## src/rtl/conv_pe_seq.sv

```systemverilog
// conv_pe_seq: sequences one conv_pe through a 3x3 convolution of an IMG_W x IMG_H frame.
// Ports:
//   pclk, rst (sync, active-low)     clock / reset
//   start, busy, done, err           frame control and status
//   cfg_we, cfg_idx, cfg_data        weight load port (IDLE only)
//   w00..w22                         weight registers to conv_pe
//   rd_addr0..2 / rd_data0..2        3-port image RAM, 1-cycle read latency
//   row0_in..row2_in, pe_en          pixel column to conv_pe
//   map_va, map_out                  conv_pe results
//   out_we, out_addr, out_data       output RAM write port (same-cycle pass of map_va/map_out)
module conv_pe_seq #(
  parameter int unsigned IMG_W     = 32,
  parameter int unsigned IMG_H     = 32,
  parameter int unsigned AW        = 10,
  parameter int unsigned DW        = 16,
  parameter int unsigned ROW_GAP   = 2,
  parameter int unsigned DRAIN_MAX = 64
) (
  input  logic                 pclk,
  input  logic                 rst,
  input  logic                 start,
  output logic                 busy,
  output logic                 done,
  output logic                 err,
  input  logic                 cfg_we,
  input  logic [3:0]           cfg_idx,
  input  logic signed [DW-1:0] cfg_data,
  output logic signed [DW-1:0] w00,
  output logic signed [DW-1:0] w01,
  output logic signed [DW-1:0] w02,
  output logic signed [DW-1:0] w10,
  output logic signed [DW-1:0] w11,
  output logic signed [DW-1:0] w12,
  output logic signed [DW-1:0] w20,
  output logic signed [DW-1:0] w21,
  output logic signed [DW-1:0] w22,
  output logic [AW-1:0]        rd_addr0,
  output logic [AW-1:0]        rd_addr1,
  output logic [AW-1:0]        rd_addr2,
  input  logic signed [DW-1:0] rd_data0,
  input  logic signed [DW-1:0] rd_data1,
  input  logic signed [DW-1:0] rd_data2,
  output logic signed [DW-1:0] row0_in,
  output logic signed [DW-1:0] row1_in,
  output logic signed [DW-1:0] row2_in,
  output logic                 pe_en,
  input  logic                 map_va,
  input  logic signed [DW-1:0] map_out,
  output logic                 out_we,
  output logic [AW-1:0]        out_addr,
  output logic signed [DW-1:0] out_data
);

  localparam int unsigned TOT = (IMG_H - 2) * (IMG_W - 2);
  localparam int unsigned TW  = $clog2(DRAIN_MAX + 1);
  localparam int unsigned GW  = $clog2(ROW_GAP + 1);

  typedef enum logic [2:0] {S_IDLE, S_RUN, S_GAP, S_DRAIN, S_DONE} state_t;

  state_t               r_state, w_state_nxt;
  logic [AW-1:0]        r_row, w_row_nxt;
  logic [AW-1:0]        r_col, w_col_nxt;
  logic [AW-1:0]        r_base, w_base_nxt;
  logic [GW-1:0]        r_gap, w_gap_nxt;
  logic [TW-1:0]        r_tmo, w_tmo_nxt;
  logic [AW-1:0]        r_out_cnt, w_cnt_nxt;
  logic                 r_err, w_err_nxt;
  logic                 w_issue, w_cap, w_wr;
  logic [AW-1:0]        w_a0;
  logic                 r_iss_v, r_dat_v, r_pe_en, r_busy, r_done;
  logic [AW-1:0]        r_addr0, r_addr1, r_addr2;
  logic signed [DW-1:0] r_row0, r_row1, r_row2;
  logic signed [DW-1:0] r_w [9];

  // Result capture is live only while a frame is active and results are still owed
  assign w_cap = map_va && (r_out_cnt < AW'(TOT)) &&
                 ((r_state == S_RUN) || (r_state == S_GAP) || (r_state == S_DRAIN));
  assign w_wr  = (r_state == S_IDLE) && cfg_we && (cfg_idx <= 4'd8);
  assign w_a0  = r_base + r_col;

  // Next-state and counter update logic
  always_comb begin
    w_state_nxt = r_state;
    w_row_nxt   = r_row;
    w_col_nxt   = r_col;
    w_base_nxt  = r_base;
    w_gap_nxt   = r_gap;
    w_tmo_nxt   = r_tmo;
    w_err_nxt   = r_err;
    w_issue     = 1'b0;
    w_cnt_nxt   = w_cap ? (r_out_cnt + AW'(1)) : r_out_cnt;
    case (r_state)
      S_IDLE: begin
        if (start) begin
          w_state_nxt = S_RUN;
          w_row_nxt   = '0;
          w_col_nxt   = '0;
          w_base_nxt  = '0;
          w_cnt_nxt   = '0;
          w_err_nxt   = 1'b0;
        end
      end
      S_RUN: begin
        w_issue = 1'b1;
        if (r_col == AW'(IMG_W - 1)) begin
          if (r_row < AW'(IMG_H - 3)) begin
            w_row_nxt   = r_row + AW'(1);
            w_col_nxt   = '0;
            w_base_nxt  = r_base + AW'(IMG_W);
            w_gap_nxt   = '0;
            w_state_nxt = S_GAP;
          end else begin
            w_tmo_nxt   = '0;
            w_state_nxt = S_DRAIN;
          end
        end else begin
          w_col_nxt = r_col + AW'(1);
        end
      end
      S_GAP: begin
        if (r_gap == GW'(ROW_GAP - 1)) w_state_nxt = S_RUN;
        else                           w_gap_nxt   = r_gap + GW'(1);
      end
      S_DRAIN: begin
        // Completion wins over a timeout landing in the same cycle
        if (w_cnt_nxt == AW'(TOT)) begin
          w_state_nxt = S_DONE;
        end else if (r_tmo == TW'(DRAIN_MAX - 1)) begin
          w_state_nxt = S_DONE;
          w_err_nxt   = 1'b1;
        end else begin
          w_tmo_nxt = r_tmo + TW'(1);
        end
      end
      S_DONE:  w_state_nxt = S_IDLE;
      default: w_state_nxt = S_IDLE;
    endcase
  end

  // State, counters and the issue -> RAM -> PE alignment pipeline
  always_ff @(posedge pclk) begin
    if (!rst) begin
      r_state   <= S_IDLE;
      r_row     <= '0;
      r_col     <= '0;
      r_base    <= '0;
      r_gap     <= '0;
      r_tmo     <= '0;
      r_out_cnt <= '0;
      r_err     <= 1'b0;
      r_iss_v   <= 1'b0;
      r_dat_v   <= 1'b0;
      r_pe_en   <= 1'b0;
      r_busy    <= 1'b0;
      r_done    <= 1'b0;
      r_addr0   <= '0;
      r_addr1   <= '0;
      r_addr2   <= '0;
      r_row0    <= '0;
      r_row1    <= '0;
      r_row2    <= '0;
      for (int i = 0; i < 9; i++) r_w[i] <= '0;
    end else begin
      r_state   <= w_state_nxt;
      r_row     <= w_row_nxt;
      r_col     <= w_col_nxt;
      r_base    <= w_base_nxt;
      r_gap     <= w_gap_nxt;
      r_tmo     <= w_tmo_nxt;
      r_out_cnt <= w_cnt_nxt;
      r_err     <= w_err_nxt;
      r_busy    <= (w_state_nxt == S_RUN) || (w_state_nxt == S_GAP) || (w_state_nxt == S_DRAIN);
      r_done    <= (w_state_nxt == S_DONE);
      // r_iss_v tracks the address on the bus, r_dat_v the RAM data one cycle later
      r_iss_v   <= w_issue;
      r_dat_v   <= r_iss_v;
      r_pe_en   <= r_dat_v;
      if (w_issue) begin
        r_addr0 <= w_a0;
        r_addr1 <= w_a0 + AW'(IMG_W);
        r_addr2 <= w_a0 + AW'(2 * IMG_W);
      end
      r_row0 <= r_dat_v ? rd_data0 : '0;
      r_row1 <= r_dat_v ? rd_data1 : '0;
      r_row2 <= r_dat_v ? rd_data2 : '0;
      for (int i = 0; i < 9; i++) begin
        if (w_wr && (cfg_idx == 4'(i))) r_w[i] <= cfg_data;
      end
    end
  end

  assign busy     = r_busy;
  assign done     = r_done;
  assign err      = r_err;
  assign pe_en    = r_pe_en;
  assign rd_addr0 = r_addr0;
  assign rd_addr1 = r_addr1;
  assign rd_addr2 = r_addr2;
  assign row0_in  = r_row0;
  assign row1_in  = r_row1;
  assign row2_in  = r_row2;
  assign w00      = r_w[0];
  assign w01      = r_w[1];
  assign w02      = r_w[2];
  assign w10      = r_w[3];
  assign w11      = r_w[4];
  assign w12      = r_w[5];
  assign w20      = r_w[6];
  assign w21      = r_w[7];
  assign w22      = r_w[8];

  // Output RAM write is a same-cycle pass of an accepted result
  assign out_we   = w_cap;
  assign out_addr = w_cap ? r_out_cnt : '0;
  assign out_data = w_cap ? map_out : '0;

endmodule

```

## config.mk

```make
export PLATFORM = sky130hd
export DESIGN_NAME = conv_pe_seq
export DESIGN_NICKNAME = d
export VERILOG_FILES = /design/src/rtl/conv_pe_seq.sv
export SDC_FILE = /design/constraint.sdc
export NUM_CORES = 1
export LEC_CHECK = 0
export ABC_AREA = 1
export BUFFER_PORTS_ARGS = -buffer_cell sky130_fd_sc_hd__buf_2
export CAP_MARGIN = 10
export CORE_MARGIN = 2
export CORE_UTILIZATION = 50
export CTS_CLUSTER_DIAMETER = 100
export DETAILED_ROUTE_END_ITERATION = 8
export PLACE_DENSITY = 0.8
export SLEW_MARGIN = 40
export SYNTH_ARGS = -nofsm -noshare
export SYNTH_HDL_FRONTEND = slang
export SYNTH_SLANG_ARGS = --single-unit
```

## constraint.sdc

```tcl
create_clock -name pclk -period 2.9 [get_ports pclk]
set_input_delay 0.145 -clock pclk [delete_from_list [all_inputs] [get_ports pclk]]
set_output_delay 0.145 -clock pclk [all_outputs]
set_load 0.05 [all_outputs]
```

==> results of run 1 <==
==> flip-flops by register name, summed over array words and instances (netlist names), 2 cells and up <==
| signal | cells |
|---|---|
| r_col | 10 |
| r_base | 5 |
| r_row | 10 |
| rd_addr1 | 5 |
| rd_addr0 | 10 |
| r_out_cnt | 10 |
| row1_in | 16 |
| r_w | 144 |
| rd_addr2 | 4 |
| r_tmo | 7 |
| r_state | 3 |
| r_gap | 2 |
| row0_in | 16 |
| row2_in | 16 |
==> cells by family (layout without fill, tap and decap cells) <==
group / after synthesis / count (layout) / share of synthesized area
flip-flops: 264 / 264 / 0.685
buffers and inverters: 195 / 617 / 0.0797
other: 0 / 3 / 0
adder cells (fa/ha/maj): 14 / 14 / 0.0179
XOR/XNOR: 14 / 14 / 0.0125
AND/OR/NAND/NOR: 337 / 337 / 0.152
AO/OA/AOI/OAI: 89 / 89 / 0.0524
==> worst max-delay path, cell delays in order (launching register included) <==
cell,delay [ns]
sky130_fd_sc_hd__dfxtp_1,0.37
sky130_fd_sc_hd__nor2_1,0.07
sky130_fd_sc_hd__inv_1,0.10
sky130_fd_sc_hd__nor2_1,0.06
sky130_fd_sc_hd__buf_4,0.22
sky130_fd_sc_hd__inv_1,0.35
sky130_fd_sc_hd__nor2_1,0.17
sky130_fd_sc_hd__nor3_2,0.52
sky130_fd_sc_hd__nand3_4,0.20
sky130_fd_sc_hd__nand2_1,0.10
sky130_fd_sc_hd__nand2_1,0.05
sky130_fd_sc_hd__nor2_1,0.11
==> path summary, 6_finish.rpt <==
| check | start | end | slack [ns] | depth (start not counted) |
|---|---|---|---|---|
| setup / recovery | r_state[1] | r_tmo[1] | 0.49 | 11 |
| hold / removal | cfg_data[4] | r_w[0][132] | 0.07 | 3 |
| setup reg to reg | r_state[1] | r_tmo[1] | 0.49 | 11 |
| hold reg to reg | r_iss_v | r_dat_v | 0.42 | 2 |
==> synth_stat cells, types with 9 or more instances <==
| cell type | n | share of area |
|---|---|---|
| sky130_fd_sc_hd__inv_1 | 159 | 0.061 |
| sky130_fd_sc_hd__nor2_1 | 156 | 0.060 |
| sky130_fd_sc_hd__edfxtp_1 | 144 | 0.44 |
| sky130_fd_sc_hd__dfxtp_1 | 120 | 0.24 |
| sky130_fd_sc_hd__nand2_1 | 96 | 0.037 |
| sky130_fd_sc_hd__a21oi_1 | 34 | 0.017 |
| sky130_fd_sc_hd__nand3_1 | 30 | 0.015 |
| sky130_fd_sc_hd__o21ai_0 | 30 | 0.015 |
| sky130_fd_sc_hd__clkbuf_1 | 17 | 0.0065 |
| sky130_fd_sc_hd__nor3_1 | 15 | 0.0076 |
| sky130_fd_sc_hd__ha_1 | 14 | 0.018 |
| sky130_fd_sc_hd__buf_4 | 11 | 0.0084 |
| sky130_fd_sc_hd__nand2_2 | 11 | 0.0070 |
| sky130_fd_sc_hd__nand4_1 | 9 | 0.0057 |
==> final cells by class <==
| type | count | area (sq um) |
|---|---|---|
| Clock buffer | 35 | 726 |
| Multi-Input combinational cell | 454 | 2370 |
| Fill cell | 1444 | 6080 |
| Sequential cell | 264 | 6730 |
| Antenna cell | 3 | 7.51 |
| Clock inverter | 12 | 160 |
| Tap cell | 265 | 332 |
| Inverter | 163 | 612 |
| Timing Repair Buffer | 407 | 2320 |
==> per-stage QoR <==
stage,instance area [sq um],setup slack (ns),total power [uW],util,instances
after floorplan,9810,0.407,5180,-,913
after global placement,11900,0.655,5500,0.615,1505
after detailed placement,11900,0.603,5520,0.615,1505
after CTS,13200,0.538,8990,0.685,1600
after global routing,13300,0.269,9230,0.685,1601
final,13300,0.493,8950,0.686,1603
==> report_power, final <==
group / internal [uW] / switching (uW) / leakage, uW
registers: 4120 / 70.7 / 0.00243
logic: 298 / 1010 / 0.00348
clock network: 2100 / 1350 / 0.000426
==> routing by layer <==
metal  routed length [um]  track usage
met1                 9810        0.274
met2                13600        0.433
met3                 2070       0.0576
met4                  974       0.0980
met5                    0            0
==> tab_implementation.tex, run 1 <==
\begin{tabular}{lr}
\hline
Metric & Value \\
\hline
\multicolumn{2}{l}{\textbf{Final layout}} \\
Share of layout cells above drive strength 1 & 0.333 \\
Leading cell types in the layout, fill and taps excluded & sky130\_fd\_sc\_hd\_\_buf\_2 (341), sky130\_fd\_sc\_hd\_\_inv\_1 (159), sky130\_fd\_sc\_hd\_\_nor2\_1 (156) \\
Most common cell after layout, fill and taps aside & sky130\_fd\_sc\_hd\_\_buf\_2 \\
NumNets Final & 1,419 \\
Syn-to-layout area delta & 35.1\% \\
\multicolumn{2}{l}{\textbf{Floorplan}} \\
Ports & $\sim$340 \\
Area of the die & 0.0208 sq mm \\
Chip height & 144 um \\
Placeable Area & 0.0193 sq mm \\
Initial cell density of the core & 0.508 \\
Core Rows & 51 \\
Die X-Extent & 144 um \\
\multicolumn{2}{l}{\textbf{Drt}} \\
DRC violation count after routing & 0 \\
Violation count after the first detailed-routing iteration & 405 \\
Routed wire length per instance & between 15 and 20 um \\
Routed vias/inst & 4.84 \\
Remaining antenna violation count & 0 \\
Detailed-route via count & just under 8k \\
Total iterations of the first detailed-routing run & 4 \\
Total detailed-routing wirelength & 26,400 um \\
\multicolumn{2}{l}{\textbf{STA}} \\
Maximum clock skew at final layout & between 0.01 and 0.015 ns \\
Worst-margin pin slew & $\sim$0.66 ns \\
Total of endpoints with negative setup slack in the final report & 0 \\
Hold Fails Final Rpt & 0 \\
Part of the cycle the worst path needs & 0.830 \\
Post-layout min period & 2.41 ns \\
Number of pins with negative max-slew slack in the final report & 0 \\
Hold\_ws & 0.0730 ns \\
Unrepaired setup endpoints after global routing & false \\
Normalized max-slew margin & 0.562 \\
Sum Neg Setup Slack & 0 ns \\
Achievable Freq & 0.415 GHz \\
\multicolumn{2}{l}{\textbf{Logic synthesis}} \\
Synthesis warning total & 0 \\
Post-synth ARST share & 0 \\
Mapped Cells & 913 \\
Number of enable-type register cells in the synthesized netlist & 144 \\
Seq/Total Area, Yosys & 0.685 \\
Post-Syn Area per Cell & 10.7 sq um \\
Post-synthesis cell type count & 41 \\
Predominant post-synthesis flop cell & sky130\_fd\_sc\_hd\_\_edfxtp\_1 \\
\#FFs+latches synth & 264 \\
Cell Area, Synth & 0.00981 sq mm \\
Mapped Nets & about 1k \\
\multicolumn{2}{l}{\textbf{Global route}} \\
Number of global-route vias before repair & 7,380 \\
Initial antenna violation count & 3 \\
Wire length of the first global-routing pass & 38,600 um \\
Remaining global-route overflow & 0 \\
Largest net degree at the start of global routing & 50 \\
Total track usage & 0.240 \\
\multicolumn{2}{l}{\textbf{Worst setup path}} \\
Nature of the critical path startpoint & flop \\
Kind of critical path & flop to flop \\
Highest net fanout along the worst path & 30 \\
CP Capture Type & flop \\
Arrival time of the worst setup path & roughly 2.9 ns \\
CP required & 3.34 ns \\
\multicolumn{2}{l}{\textbf{Clock tree}} \\
Cts hold-fix bufs & 48 \\
Clk buf depth & 3 \\
Clock-pin slew on the worst setup and hold paths & 0.06 ns \\
Clock tree from TritonCTS & done \\
Setup Buffers After CTS & 0 \\
Clock latency at the later pin of the worst-skew pair & 0.52 ns \\
H-tree depth & 1 \\
PostCTS Resize Cnt & 0 \\
Number of buffers added by the clock tree synthesis step & 26 \\
Clock sinks & roughly 260 \\
Master cell of the clock root buffer & sky130\_fd\_sc\_hd\_\_clkbuf\_16 \\
\multicolumn{2}{l}{\textbf{Pwr}} \\
Peak supply drop & 0.000458 V \\
Pwr Density & approximately 680 mW/mm\^{}2 \\
Static leakage power & 0.00634 uW \\
\multicolumn{2}{l}{\textbf{Run status}} \\
Status & finished, final reports clean \\
\multicolumn{2}{l}{\textbf{Job}} \\
Maxcap violations & 0 \\
\multicolumn{2}{l}{\textbf{Placed design}} \\
Placed wire-length estimate after detailed placement & 18,100 um \\
IO Port Bufs & approximately 340 \\
Final weighted congestion of routability-driven global placement & 0.879 \\
\multicolumn{2}{l}{\textbf{Min path}} \\
Worst Hold Class & input port to flop \\
\hline
\end{tabular}
Note: power is estimated with default switching activity, not from simulation.
==> run 2: changes to the inputs <==
ABC_AREA = 0   (was 1)
CORE_UTILIZATION = 45   (was 50)
PLACE_DENSITY = 0.76   (was 0.8)
clock period = 2 ns   (was 2.9 ns; I/O delays follow)
==> tab_implementation.tex, run 2 <==
\begin{tabular}{lr}
\hline
Metric & Value \\
\hline
\multicolumn{2}{l}{\textbf{Run status}} \\
Status & complete, but fails checks \\
Failing checks & setup timing \\
\multicolumn{2}{l}{\textbf{Logic synthesis}} \\
Post-synth top area cell & sky130\_fd\_sc\_hd\_\_edfxtp\_1 \\
Synth top area share & 0.449 \\
Post-Syn Area per Cell & 13.0 sq um \\
Synthesis warning total & 0 \\
Mapped Nets & 844 \\
\#FFs+latches synth & 264 \\
Most frequent cells after synthesis & sky130\_fd\_sc\_hd\_\_edfxtp\_1 (144), sky130\_fd\_sc\_hd\_\_dfxtp\_1 (120), sky130\_fd\_sc\_hd\_\_and3\_1 (76), sky130\_fd\_sc\_hd\_\_nor2\_1 (61), sky130\_fd\_sc\_hd\_\_nand2\_1 (53) \\
Main area contributors after synthesis & sky130\_fd\_sc\_hd\_\_edfxtp\_1 (45\%), sky130\_fd\_sc\_hd\_\_dfxtp\_1 (25\%), sky130\_fd\_sc\_hd\_\_and3\_1 (4.9\%) \\
Mapped Cells & roughly 740 \\
Post-synthesis cell type count & 61 \\
Library cell with the highest instance count after synthesis & sky130\_fd\_sc\_hd\_\_edfxtp\_1 \\
Post-synth ARST share & 0 \\
Predominant post-synthesis flop cell & sky130\_fd\_sc\_hd\_\_edfxtp\_1 \\
Seq/Total Area, Yosys & 0.699 \\
Cell Area, Synth & between 0.009 and 0.01 sq mm \\
Number of enable-type register cells in the synthesized netlist & 144 \\
\multicolumn{2}{l}{\textbf{Drt}} \\
Routed metal-1 wire length & between 10,000 and 15,000 um \\
DRC violation count after routing & 0 \\
Met3 routed wirelength & 2070 um \\
Routed vias/inst & about 5.2 \\
Total detailed-routing wirelength & around 29,000 um \\
Remaining antenna violation count & 0 \\
Routed wire length per instance & 19.2 um \\
Violation count after the first detailed-routing iteration & 406 \\
Highest layer used for signal routing & met4 \\
Total iterations of the first detailed-routing run & 4 \\
Total met2 wirelength after detailed routing & 15,400 um \\
Detailed-route via count & 7,955 \\
\multicolumn{2}{l}{\textbf{Worst setup path}} \\
Nature of the critical path startpoint & flop \\
CP required & about 2.4 ns \\
CP Capture Type & flop \\
Arrival time of the worst setup path & $\sim$3.0 ns \\
Highest net fanout along the worst path & 3 \\
Kind of critical path & flop to flop \\
\multicolumn{2}{l}{\textbf{Min path}} \\
Worst Hold Class & input port to flop \\
\multicolumn{2}{l}{\textbf{Floorplan}} \\
Chip height & 150 um \\
Initial cell density of the core & 0.458 \\
Placeable Area & 0.0210 sq mm \\
Area of the die & 0.0226 sq mm \\
Die X-Extent & between 150 and 200 um \\
Ports & 342 \\
Core Rows & 53 \\
\multicolumn{2}{l}{\textbf{Pwr}} \\
Sequential fraction of design power & 0.470 \\
Total net switching power & 3280 uW \\
Portion of total power attributed to the clock network & 0.394 \\
Power after layout & between 10,000 and 15,000 uW \\
Peak supply drop & 0.000674 V \\
Static leakage power & 0.00672 uW \\
Fraction of power spent switching nets & 0.257 \\
Pwr Density & 860 mW/mm\^{}2 \\
Combinational power share & 0.136 \\
Int Pwr & 9470 uW \\
\multicolumn{2}{l}{\textbf{Global route}} \\
Wire length of the first global-routing pass & 42,700 um \\
Initial antenna violation count & 0 \\
Largest net degree at the start of global routing & 53 \\
Number of global-route vias before repair & 7,703 \\
Total track usage & 0.243 \\
Remaining global-route overflow & 0 \\
\multicolumn{2}{l}{\textbf{STA}} \\
Worst-margin pin slew & 0.434 ns \\
Final WS setup & -0.562 ns \\
Sum Neg Setup Slack & -15.19 ns \\
Post-layout min period & 2.56 ns \\
Achievable Freq & 0.390 GHz \\
Total of endpoints with negative setup slack in the final report & between 60 and 70 \\
Unrepaired setup endpoints after global routing & true \\
Number of pins with negative max-slew slack in the final report & 0 \\
Part of the cycle the worst path needs & 1.28 \\
Hold Fails Final Rpt & 0 \\
Normalized max-slew margin & 0.710 \\
Maximum clock skew at final layout & 0.0165 ns \\
\multicolumn{2}{l}{\textbf{Final layout}} \\
Number of flip-flops in the largest register & 144 \\
Combined area of the multi-input logic cells & $\sim$0.0031 sq mm \\
Share of layout cells above drive strength 1 & 0.498 \\
Most common cell after layout, fill and taps aside & sky130\_fd\_sc\_hd\_\_buf\_2 \\
Final core utilization & 0.705 \\
Number of diodes added for antenna fixing & 0 \\
Register containing the most flip-flops in the final layout & r\_w \\
Leading cell types in the layout, fill and taps excluded & sky130\_fd\_sc\_hd\_\_buf\_2 (314), sky130\_fd\_sc\_hd\_\_edfxtp\_1 (144), sky130\_fd\_sc\_hd\_\_dfxtp\_1 (113) \\
Non-filler cells, final & between 1.5k and 2k \\
Count of filler cells inserted in the layout & 1,357 \\
Non-Filler Cell Area, Final & about 0.015 sq mm \\
Register area & 0.00674 sq mm \\
Syn-to-layout area delta & 54.0\% \\
NumNets Final & 1,342 \\
\multicolumn{2}{l}{\textbf{Clock tree}} \\
Clock latency at the later pin of the worst-skew pair & 0.53 ns \\
H-tree depth & 1 \\
Clock sinks & 264 \\
Clock-pin slew on the worst setup and hold paths & around 0.060 ns \\
Master cell of the clock root buffer & sky130\_fd\_sc\_hd\_\_clkbuf\_16 \\
Clk buf depth & 3 \\
Number of buffers added by the clock tree synthesis step & 26 \\
Clock tree from TritonCTS & done \\
\multicolumn{2}{l}{\textbf{Placed design}} \\
IO Port Bufs & between 300 and 400 \\
DP Cell Count & 1,407 \\
Final weighted congestion of routability-driven global placement & 0.802 \\
Instance area after placement & approximately 0.012 sq mm \\
Placed wire-length estimate after detailed placement & 18,400 um \\
\multicolumn{2}{l}{\textbf{Job}} \\
Maxcap violations & 0 \\
\hline
\end{tabular}
run 2: changes by cell type after synthesis, sizes merged, moves of 8 or more:
cell    change
nand2      -56
nor2      -102
nand3      -13
or4         +8
xor2        +9
inv       -148
and2       +20
clkbuf     +14
and3       +82
o21ai      -14
nand2b      +8
a21oi      -13
run 2: timing repair:
item	4_1_cts	5_1_grt
pin swaps	33	31
gates cloned	4	1
hold buffers	50	0
setup endpoints to repair	120	217
resized for setup	138	54
endpoints found under the hold margin	50	0
buffers inserted	23	10
run 2: metal layers:
metal  track usage  up-vias
met5             0        -
met1         0.298     3891
met2         0.439      352
met4        0.0632        0
li1              -     3661
met3        0.0448       51
run 2: logic make-up (layout without fill, tap and decap cells):
kind of cell             after synthesis  in the layout  share of synthesized area
buffers and inverters                 58            576                     0.0273
flip-flops                           264            264                      0.699
XOR/XNOR                              27             27                     0.0246
adder cells (fa/ha/maj)               14             14                     0.0182
AND/OR/NAND/NOR                      289            289                      0.163
multiplexers                           3              3                    0.00338
AO/OA/AOI/OAI                         86             86                     0.0646
run 2: final cells by class:
type | instances | share of cell area
repair buffers | 515 | 0.247
clock buffers | 35 | 0.0504
flip-flops and latches | 264 | 0.454
clock inverters | 13 | 0.0103
inverters | 13 | 0.00329
well taps | 275 | 0.0232
multi-input cells | 419 | 0.212
run 2: worst max-delay path: stages (launching register included):
cell                       delay [ns]
sky130_fd_sc_hd__dfxtp_2         0.32
sky130_fd_sc_hd__or4_4           0.55
sky130_fd_sc_hd__o21ai_4         0.17
sky130_fd_sc_hd__and2_4          0.18
sky130_fd_sc_hd__ha_4            0.19
sky130_fd_sc_hd__a2111o_1        0.43
sky130_fd_sc_hd__nor3_2          0.28
sky130_fd_sc_hd__nor3_2          0.10
sky130_fd_sc_hd__o31a_1          0.24
run 2: path summary, 6_finish.rpt:
kind                     start    endpoint  slack [ns]  depth (start not counted)
setup / recovery  r_out_cnt[6]        busy       -0.56                          8
hold / removal    cfg_data[15]  r_w[0][15]       0.002                          2
setup reg to reg  r_out_cnt[6]        busy       -0.56                          8
hold reg to reg        r_iss_v     r_dat_v        0.44                          1
run 2: through the flow:
step | hold slack [ns] | worst slack (ns)
global route | 0.00873 | -0.611
global placement | 0.338 | -0.488
CTS | 0.0503 | -0.535
finish | 0.00213 | -0.562
detailed placement | 0.342 | -0.549
floorplan | 0.259 | -0.695
run 2: power by group through the flow:
stage	sequential, uW	clock (uW)	combinational [uW]
CTS	5990	5090	1700
finish	5990	5030	1740
floorplan	6770	0	326
global route	6000	5340	1810
global placement	6090	0	1480
detailed placement	6100	0	1500
